$ cat src/rtl/ps2_keycode.sv
// PS/2 keyboard receiver: synchronizes the device bus, frames Set-2 bytes with
// odd parity and an inactivity timeout, and tracks up to two held keys as USB usages.
module ps2_keycode #(
    parameter int TIMEOUT_CYCLES = 50000
) (
    input  logic        Clk,
    input  logic        Reset,
    input  logic        ps2_clk,
    input  logic        ps2_data,
    output logic [15:0] keycode,
    output logic [7:0]  scan_byte,
    output logic        byte_valid,
    output logic        frame_err
);

    localparam int TW = $clog2(TIMEOUT_CYCLES + 1);

    // Receive handshake: byte_valid is a one-cycle strobe qualifying scan_byte;
    // there is no ready, the decoder consumes every strobe in the cycle it appears.
    typedef enum logic [1:0] {
        ST_IDLE   = 2'd0,
        ST_DATA   = 2'd1,
        ST_PARITY = 2'd2,
        ST_STOP   = 2'd3
    } rx_state_t;

    rx_state_t     state, state_next;
    logic [2:0]    clk_sync;
    logic [1:0]    data_sync;
    logic [2:0]    bit_cnt, bit_cnt_next;
    logic [7:0]    shift, shift_next;
    logic          parity, parity_next;
    logic [TW-1:0] tcnt, tcnt_next;
    logic [7:0]    scan_next;
    logic          bv_next, fe_next;
    logic          fall, sample;
    logic          brk_flag, ext_flag;
    logic [7:0]    usage;

    // clk_sync[2] holds the previous synchronized ps2_clk for edge detection.
    always_ff @(posedge Clk or negedge Reset) begin
        if (!Reset) begin
            clk_sync  <= 3'b111;
            data_sync <= 2'b11;
        end else begin
            clk_sync  <= {clk_sync[1:0], ps2_clk};
            data_sync <= {data_sync[0], ps2_data};
        end
    end

    assign fall   = clk_sync[2] & ~clk_sync[1];
    assign sample = data_sync[1];

    always_ff @(posedge Clk or negedge Reset) begin
        if (!Reset) begin
            state      <= ST_IDLE;
            bit_cnt    <= '0;
            shift      <= '0;
            parity     <= 1'b0;
            tcnt       <= '0;
            scan_byte  <= '0;
            byte_valid <= 1'b0;
            frame_err  <= 1'b0;
        end else begin
            state      <= state_next;
            bit_cnt    <= bit_cnt_next;
            shift      <= shift_next;
            parity     <= parity_next;
            tcnt       <= tcnt_next;
            scan_byte  <= scan_next;
            byte_valid <= bv_next;
            frame_err  <= fe_next;
        end
    end

    always_comb begin
        state_next   = state;
        bit_cnt_next = bit_cnt;
        shift_next   = shift;
        parity_next  = parity;
        tcnt_next    = tcnt;
        scan_next    = scan_byte;
        bv_next      = 1'b0;
        fe_next      = 1'b0;
        if (state == ST_IDLE) begin
            tcnt_next = '0;
            if (fall && !sample) begin
                state_next   = ST_DATA;
                bit_cnt_next = '0;
            end
        end else if (fall) begin
            tcnt_next = '0;
            case (state)
                ST_DATA: begin
                    shift_next   = {sample, shift[7:1]};
                    bit_cnt_next = bit_cnt + 3'd1;
                    if (bit_cnt == 3'd7) state_next = ST_PARITY;
                end
                ST_PARITY: begin
                    parity_next = sample;
                    state_next  = ST_STOP;
                end
                default: begin
                    // Odd parity across data and parity bits, stop bit must be high.
                    if (sample && (^{parity, shift})) begin
                        bv_next   = 1'b1;
                        scan_next = shift;
                    end else begin
                        fe_next = 1'b1;
                    end
                    state_next = ST_IDLE;
                end
            endcase
        end else if (tcnt == TW'(TIMEOUT_CYCLES)) begin
            state_next = ST_IDLE;
            tcnt_next  = '0;
            fe_next    = 1'b1;
        end else begin
            tcnt_next = tcnt + TW'(1);
        end
    end

    always_comb begin
        case (scan_byte)
            8'h1D:   usage = 8'h1A;
            8'h1B:   usage = 8'h16;
            8'h1C:   usage = 8'h04;
            8'h23:   usage = 8'h07;
            8'h29:   usage = 8'h2C;
            8'h5A:   usage = 8'h28;
            default: usage = 8'h00;
        endcase
    end

    // Slot0 always holds the oldest key; slot1 drops into slot0 when slot0 is released.
    always_ff @(posedge Clk or negedge Reset) begin
        if (!Reset) begin
            brk_flag <= 1'b0;
            ext_flag <= 1'b0;
            keycode  <= '0;
        end else if (byte_valid) begin
            if (scan_byte == 8'hF0) begin
                brk_flag <= 1'b1;
            end else if (scan_byte == 8'hE0) begin
                ext_flag <= 1'b1;
            end else begin
                brk_flag <= 1'b0;
                ext_flag <= 1'b0;
                if (!ext_flag && usage != 8'h00) begin
                    if (brk_flag) begin
                        if (keycode[7:0] == usage) begin
                            keycode <= {8'h00, keycode[15:8]};
                        end else if (keycode[15:8] == usage) begin
                            keycode[15:8] <= 8'h00;
                        end
                    end else if (keycode[7:0] != usage && keycode[15:8] != usage) begin
                        if (keycode[7:0] == 8'h00) begin
                            keycode[7:0] <= usage;
                        end else if (keycode[15:8] == 8'h00) begin
                            keycode[15:8] <= usage;
                        end
                    end
                end
            end
        end
    end

endmodule

$ cat config.mk
export PLATFORM = sky130hd
export DESIGN_NAME = ps2_keycode
export DESIGN_NICKNAME = d
export VERILOG_FILES = /design/src/rtl/ps2_keycode.sv
export SDC_FILE = /design/constraint.sdc
export NUM_CORES = 1
export LEC_CHECK = 0
export ABC_AREA = 1
export BUFFER_PORTS_ARGS = -buffer_cell sky130_fd_sc_hd__buf_2
export CORE_ASPECT_RATIO = 1.1
export CORE_UTILIZATION = 54
export DETAILED_ROUTE_END_ITERATION = 16
export GPL_ROUTABILITY_DRIVEN = 0
export GPL_TIMING_DRIVEN = 0
export PLACE_DENSITY = 0.86
export SYNTH_ARGS = -nofsm -noshare
export SYNTH_HDL_FRONTEND = slang
export SYNTH_SLANG_ARGS = --single-unit
$ cat constraint.sdc
create_clock -name Clk -period 1.7 [get_ports Clk]
set_input_delay 0.255 -clock Clk [delete_from_list [all_inputs] [get_ports Clk]]
set_output_delay 0.255 -clock Clk [all_outputs]
set_load 0.005 [all_outputs]
# --- Word level (Yosys, flattened, before mapping) ---
# Cells that the tools add are included.
word_totals:
  regBits: 63
  out_inout_bits: 26
  word_cells: 105
op_classes:
  add_sub_neg: 2
  eq_ne: 22
  mux: 34
  n_bitwise: 6
  n_reduce_logical: 27
ops:
  columns: ["cell", "count"]
  rows:
  - ["2-to-1 mux 16 bit", 5]
  - ["2-to-1 mux 8 bit", 6]
  - ["one-hot mux 6 bit (6 select lines)", 1]
  - ["== test 8 x 5 -> 1 bit, second input constant", 3]
  - ["adder 16 x 1 -> 16 bit, second input constant", 1]
  - ["== test 16 bit, second input constant", 1]
  - ["== test 8 x 6 -> 1 bit, second input constant", 2]
  - ["== test 8 bit", 2]
  - ["== test 8 bit, second input constant", 2]
  - ["zero test 8 bit", 2]
  - ["inequality test 8 bit", 2]
  - ["2-to-1 mux 1 bit", 12]
  - ["2-to-1 mux 3 bit", 4]
  - ["AND reduction 3 bit", 4]
  - ["2-to-1 mux 2 bit", 5]
  - ["nonzero test 2 bit", 5]
  - ["XOR reduction 9 bit", 1]
  - ["== test 8 x 7 -> 1 bit, second input constant", 1]
  - ["AND reduction 8 bit", 1]
  - ["nonzero test 8 bit", 1]
  - ["AND reduction 7 bit", 1]
  - ["NOT 1 bit", 5]
  - ["logical AND 1 bit", 4]
  - ["inequality test 2 x 1 -> 1 bit, second input constant", 2]
  - ["15 further kinds", 18]

# --- Logic depth before layout (Yosys ltp) ---
logic_depth:
  ltp_word: 6
  depth_mapped: 15

# --- Worst setup path after synthesis ---
# OpenSTA, ideal clock, no wires.
synth_timing:
  kind: "reg-to-reg"
  from: "reg scan_byte[5]"
  to: "reg keycode[5]"
  setup_ps: 117
  t_arrival_ps: 1673
  path_slack_ps: -90
  path_stages_with_launch: 14
  n_path_buf: 0
  period_less_slack_ps: 1790
  cell_sequence: "dfrtp_1 -> inv_1 -> nand2_2 -> nor2_4 -> nand2_4 -> and2_4 -> nand2_4 -> nand2_1 -> nand2_2 -> nand3_4 -> a21oi_4 -> nand2_4 -> nand2_1 -> nand2_1"
synth_between:
  elab_chain_cells: 6
synth_rtl:
  columns: ["element", "line_no", "rtl"]
  rows:
  - ["from (decl)", "11", "output logic [7:0] scan_byte,"]
  - ["from (signal assigned)", "70", "scan_byte <= scan_next;"]
  - ["== test 8 x 7 -> 1 bit, or another cell as far along", "124", "case (scan_byte)"]
  - ["one-hot mux 6 bit (6 select lines)", "124", null]
  - ["inequality test 8 bit", "156", "end else if (keycode[7:0] != usage && keycode[15:8] != usage) begin"]
  - ["logical AND 1 bit", "156", null]
  - ["nonzero test 2 bit (no line)", null, null]
  - ["AND reduction 7 bit (no line)", null, null]
  - ["to (signal assigned)", "152", "keycode <= {8'h00, keycode[15:8]};"]
  - ["to (signal assigned)", "158", "keycode[7:0] <= usage;"]
  - ["to (decl)", "10", "output logic [15:0] keycode,"]
# Several ways; a longest one is shown, not always the timed one. The select of a mux whose other input is x is not followed.
# A chain may end at the register's enable or synchronous reset.

# --- Final worst setup path ---
layout_timing:
  from: "reg scan_byte[2]"
  to: "reg keycode[11]"
layout_between:
  elab_chain_cells: 6
layout_rtl:
  columns: ["element", "line_no", "rtl"]
  rows:
  - ["== test 8 x 7 -> 1 bit, or another cell as far along", "124", null]
  - ["one-hot mux 6 bit (6 select lines)", "124", null]
  - ["inequality test 8 bit or 2-to-1 mux 8 bit (tied branches)", "156, 159", null]
  - ["logical AND 1 bit or 2-to-1 mux 8 bit (tied branches)", "156, 157", null]
  - ["nonzero test 2 bit (no line) or 2-to-1 mux 16 bit (tied branches)", null, null]
  - ["AND reduction 8 bit (no line) or 2-to-1 mux 16 bit (tied branches)", null, null]
  - ["to (signal assigned)", "152", null]
  - ["to (signal assigned)", "160", "keycode[15:8] <= usage;"]
# Several ways; a longest one is shown, not always the timed one. The select of a mux whose other input is x is not followed.

==> flow_summary.toml <==
[status]
status = "complete, but fails checks"
violations = "hold timing, setup timing"

[place]
port-buffer-count = 25
dpl.hpwl_um = 5040

[synthesis]
synth_cells = 420
synthTopCellsByArea = "dfrtp_1 40%, nand2_1 11%, inv_1 6.0%, nor2_1 4.0%, dfstp_2 3.9%"
synth_top_area_cell = "dfrtp_1"
synthSimpleGateAreaFrac_pct = 33.6
synth_edf_count = 0
syn_avg_cell_area_um2 = 8.05
synth-compound-area-share_pct = 8.74
yosys_warnings = 0
yosys_register_bits = 59
synth_ff_type = "dfrtp_1"
ys_types = 39
syn_area_um2 = 3380
synth_xor_area_share_pct = 2.59
synth_mux_area_share_pct = 0
ys_seq_area_share_pct = 43.9
synth-adder-area-share_pct = 3.33
synth_top_family_by_area = "simple AND/OR/NAND/NOR gates"
synth_top_area_share_pct = 40.0
synthArstFlopShare_pct = 100

[global_routing]
grt_pass1_vias = 3305
antenna_found_initial = 1
grt_max_degree = 60
grt_use_total_pct = 31.0
grt_overflow = 0
grt_pass1_wl_um = 15700

[setup_path]
critical_path_class = "flop to flop"
cp_max_fo = 8
slowest_delay_ns = 0.47
cp_data_required_time_ns = 1.94
worstPathArrival_ns = 2.31
crit_buf_inv = 2
slowest_stage = "dfrtp_2"
crit_family = "simple AND/OR/NAND/NOR gates"
path_cells = "inv_2, nand2_2, nor2_2, nand2_4, buf_4, nand3_1, nand2_1, nand2_1, nor2_2, nand3_2, nand2_2, nand2_4, nand3_4, nand2_2, nand2_2"
startpoint_type = "flop"
cpMostUsedCell = "nand2_2"
critPathCaptureType = "flop"

[timing]
final.setup_skew_ns = 0.0156
hold_ws_ns = -0.0371
min_period_ns = 2.07
rsz0062_at_grt = "true"
min_period_over_period_pct = 122
tightestPinTransition_ns = 0.761
slew_violations = 0
setup_slack_ns = -0.374
relSlewSlack_pct = 49.2
hold_viol = 34
setup_viol = 33
fmax_mhz = 482

[cts]
clock_latency_ns = 0.36
cts_tree = "built"
clk_pin_slew_ns = 0.08
h-tree-depth = 3
cts_buffers = 9
clockBufferDepth = 2
clock-sinks = 59
root_buffer = "clkbuf_8"

[die]
die-area_um2 = 6580
die_w_um = 77.4
coreArea_um2 = 5910
fp-row-count = 29
num_io_pins = 30
die_height_um = 85.0
floorplan.initialDensity_pct = 57.1

[finish]
post-route-util_pct = 78.3
drive_above_1_share_pct = 44.6
nNetsFinal = 519
area_delta_synth_final_pct = 37.1
fill_cells = 326
diodes = 0

[routing]
drt-total-wl_um = 11500
postRouteAntennaNets = 0
drc = 0
dr.pass1.iters = 8
vias = 3661
wire_per_inst_um = 19.6
via_per_inst = 6.23
drt_iter0_drc = 383

[power_and_ir_drop]
p_leak_nw = 2.26
ir_drop_mv = 1.14
cellPowerDensity_nw_per_um2 = 1200
power.total_mw = 5.56

[run]
drv_cap = 0

[worst_hold_path]
hold_path_class = "input port to async pin"
## through the flow
step	instance area, um2	worst slack, ns	instances	hold WS [ns]	TNS (ns)
floorplan	3400	-0.0757	423	-0.0406	-0.827
global placement	3620	-0.262	525	0.346	-5.62
detailed placement	3620	-0.358	525	0.347	-7.80
CTS	4270	-0.179	575	0.00105	-2.55
global route	4630	-0.461	588	0.00376	-10.28
finish	4630	-0.374	588	-0.0371	-6.26
## logic make-up after synthesis
kind of cell / count (synthesis)
compound gates: 52
xor+xnor: 10
fa+ha+maj: 9
flops: 59
other cells: 1
simple gates: 224
buf+inv: 65
## cell type report
type | instances | area (um2) | area share, %
well taps | 77 | 96.3 | 2.08
plain buffers | 7 | 50.0 | 1.08
repair buffers | 72 | 520 | 11.2
flip-flops and latches | 59 | 1490 | 32.3
multi-input cells | 299 | 2020 | 43.6
clock buffers | 11 | 151 | 3.27
clock inverters | 5 | 75.1 | 1.62
inverters | 58 | 226 | 4.89
## worst register-to-register path: cells and delay by family, from the launching register on
| family | cells | cell delay [ns] |
|---|---|---|
| simple gates | 13 | 1.26 |
| flops | 1 | 0.47 |
| buf+inv | 2 | 0.24 |
## placed cells by master, fill, tap and decap left out, types with 3 or more instances in the layout
master	Yosys	final
dfrtp_1	54	45
buf_4	4	41
nor3_1	12	7
nor3_2	0	5
nor2_2	3	13
inv_2	2	7
nand3_4	2	3
nor2_1	36	20
nand4_1	18	18
nand2_2	7	32
nand3_2	3	8
a21oi_2	0	3
conb_1	1	4
inv_1	54	47
clkinv_2	0	3
xnor2_1	7	7
nand3_1	25	19
dfstp_2	5	5
dfrtp_2	0	9
nand2_4	8	15
buf_2	1	24
xor2_1	3	3
nand2_1	97	65
a21oi_1	11	8
nor2_4	3	9
ha_1	9	6
buf_6	0	11
o21ai_1	7	8
o21ai_0	26	15
o21ai_2	0	8
clkbuf_8	0	11
## metal layers
layer	vias to the layer above	share of wire, %	GRT usage [%]	wire (um)
met1	1732	34	34.8	3900
met3	104	7.8	6.02	895
met2	289	51	52.9	5830
met4	2	7.7	22.1	883
met5	-	0.14	0	16
li1	1534	-	-	-
## power by group
group	leakage, nW	switching (mW)	total (mW)	internal (mW)
Sequential	0.777	0.229	1.85	1.62
Clock	0.119	0.617	1.51	0.898
Combinational	1.36	1.25	2.20	0.952
## cell usage after synthesis, types with 2 or more instances
| master | count |
|---|---|
| buf_4 | 4 |
| nor4_1 | 4 |
| nand2_4 | 8 |
| dfrtp_1 | 54 |
| nand2_2 | 7 |
| a31oi_1 | 2 |
| nor2_2 | 3 |
| nand2_1 | 97 |
| nand3_4 | 2 |
| inv_1 | 54 |
| nand4_1 | 18 |
| o21ai_0 | 26 |
| nor2_1 | 36 |
| a21oi_4 | 2 |
| dfstp_2 | 5 |
| inv_2 | 2 |
| nand3_2 | 3 |
| xor2_1 | 3 |
| a21oi_1 | 11 |
| o21ai_1 | 7 |
| nand3_1 | 25 |
| ha_1 | 9 |
| clkbuf_1 | 2 |
| xnor2_1 | 7 |
| nor3_1 | 12 |
| o31ai_1 | 2 |
| nor2_4 | 3 |
## final timing paths
| check | start | end | slack [ns] | cells after the start |
|---|---|---|---|---|
| hold / removal | Reset | keycode[3] | -0.04 | 1 |
| hold reg to reg | data_sync[0] | data_sync[1] | 0.36 | 0 |
| setup / recovery | scan_byte[2] | keycode[11] | -0.37 | 15 |
| min in group Clk | ps2_clk | clk_sync[0] | 0.01 | 1 |
| max in group asynchronous | Reset | tcnt[13] | 1.17 | 1 |
| setup reg to reg | scan_byte[2] | keycode[11] | -0.37 | 15 |
## sequential cells by signal (all words and copies together), names as in the netlist
register,flops
keycode,12
parity,1
bit_cnt,3
byte_valid,1
shift,8
tcnt,16
data_sync,2
frame_err,1
scan_byte,8
state,2
brk_flag,1
ext_flag,1
clk_sync,3
## what timing repair did
action	in CTS	in global routing
buffers inserted	33	12
hold buffers	0	1
gates resized for setup	49	86
hold endpoints to repair	0	1
cloned	1	0
pin swaps	25	33
setup endpoints to repair	43	45
Power figures use the tool's default switching activity.
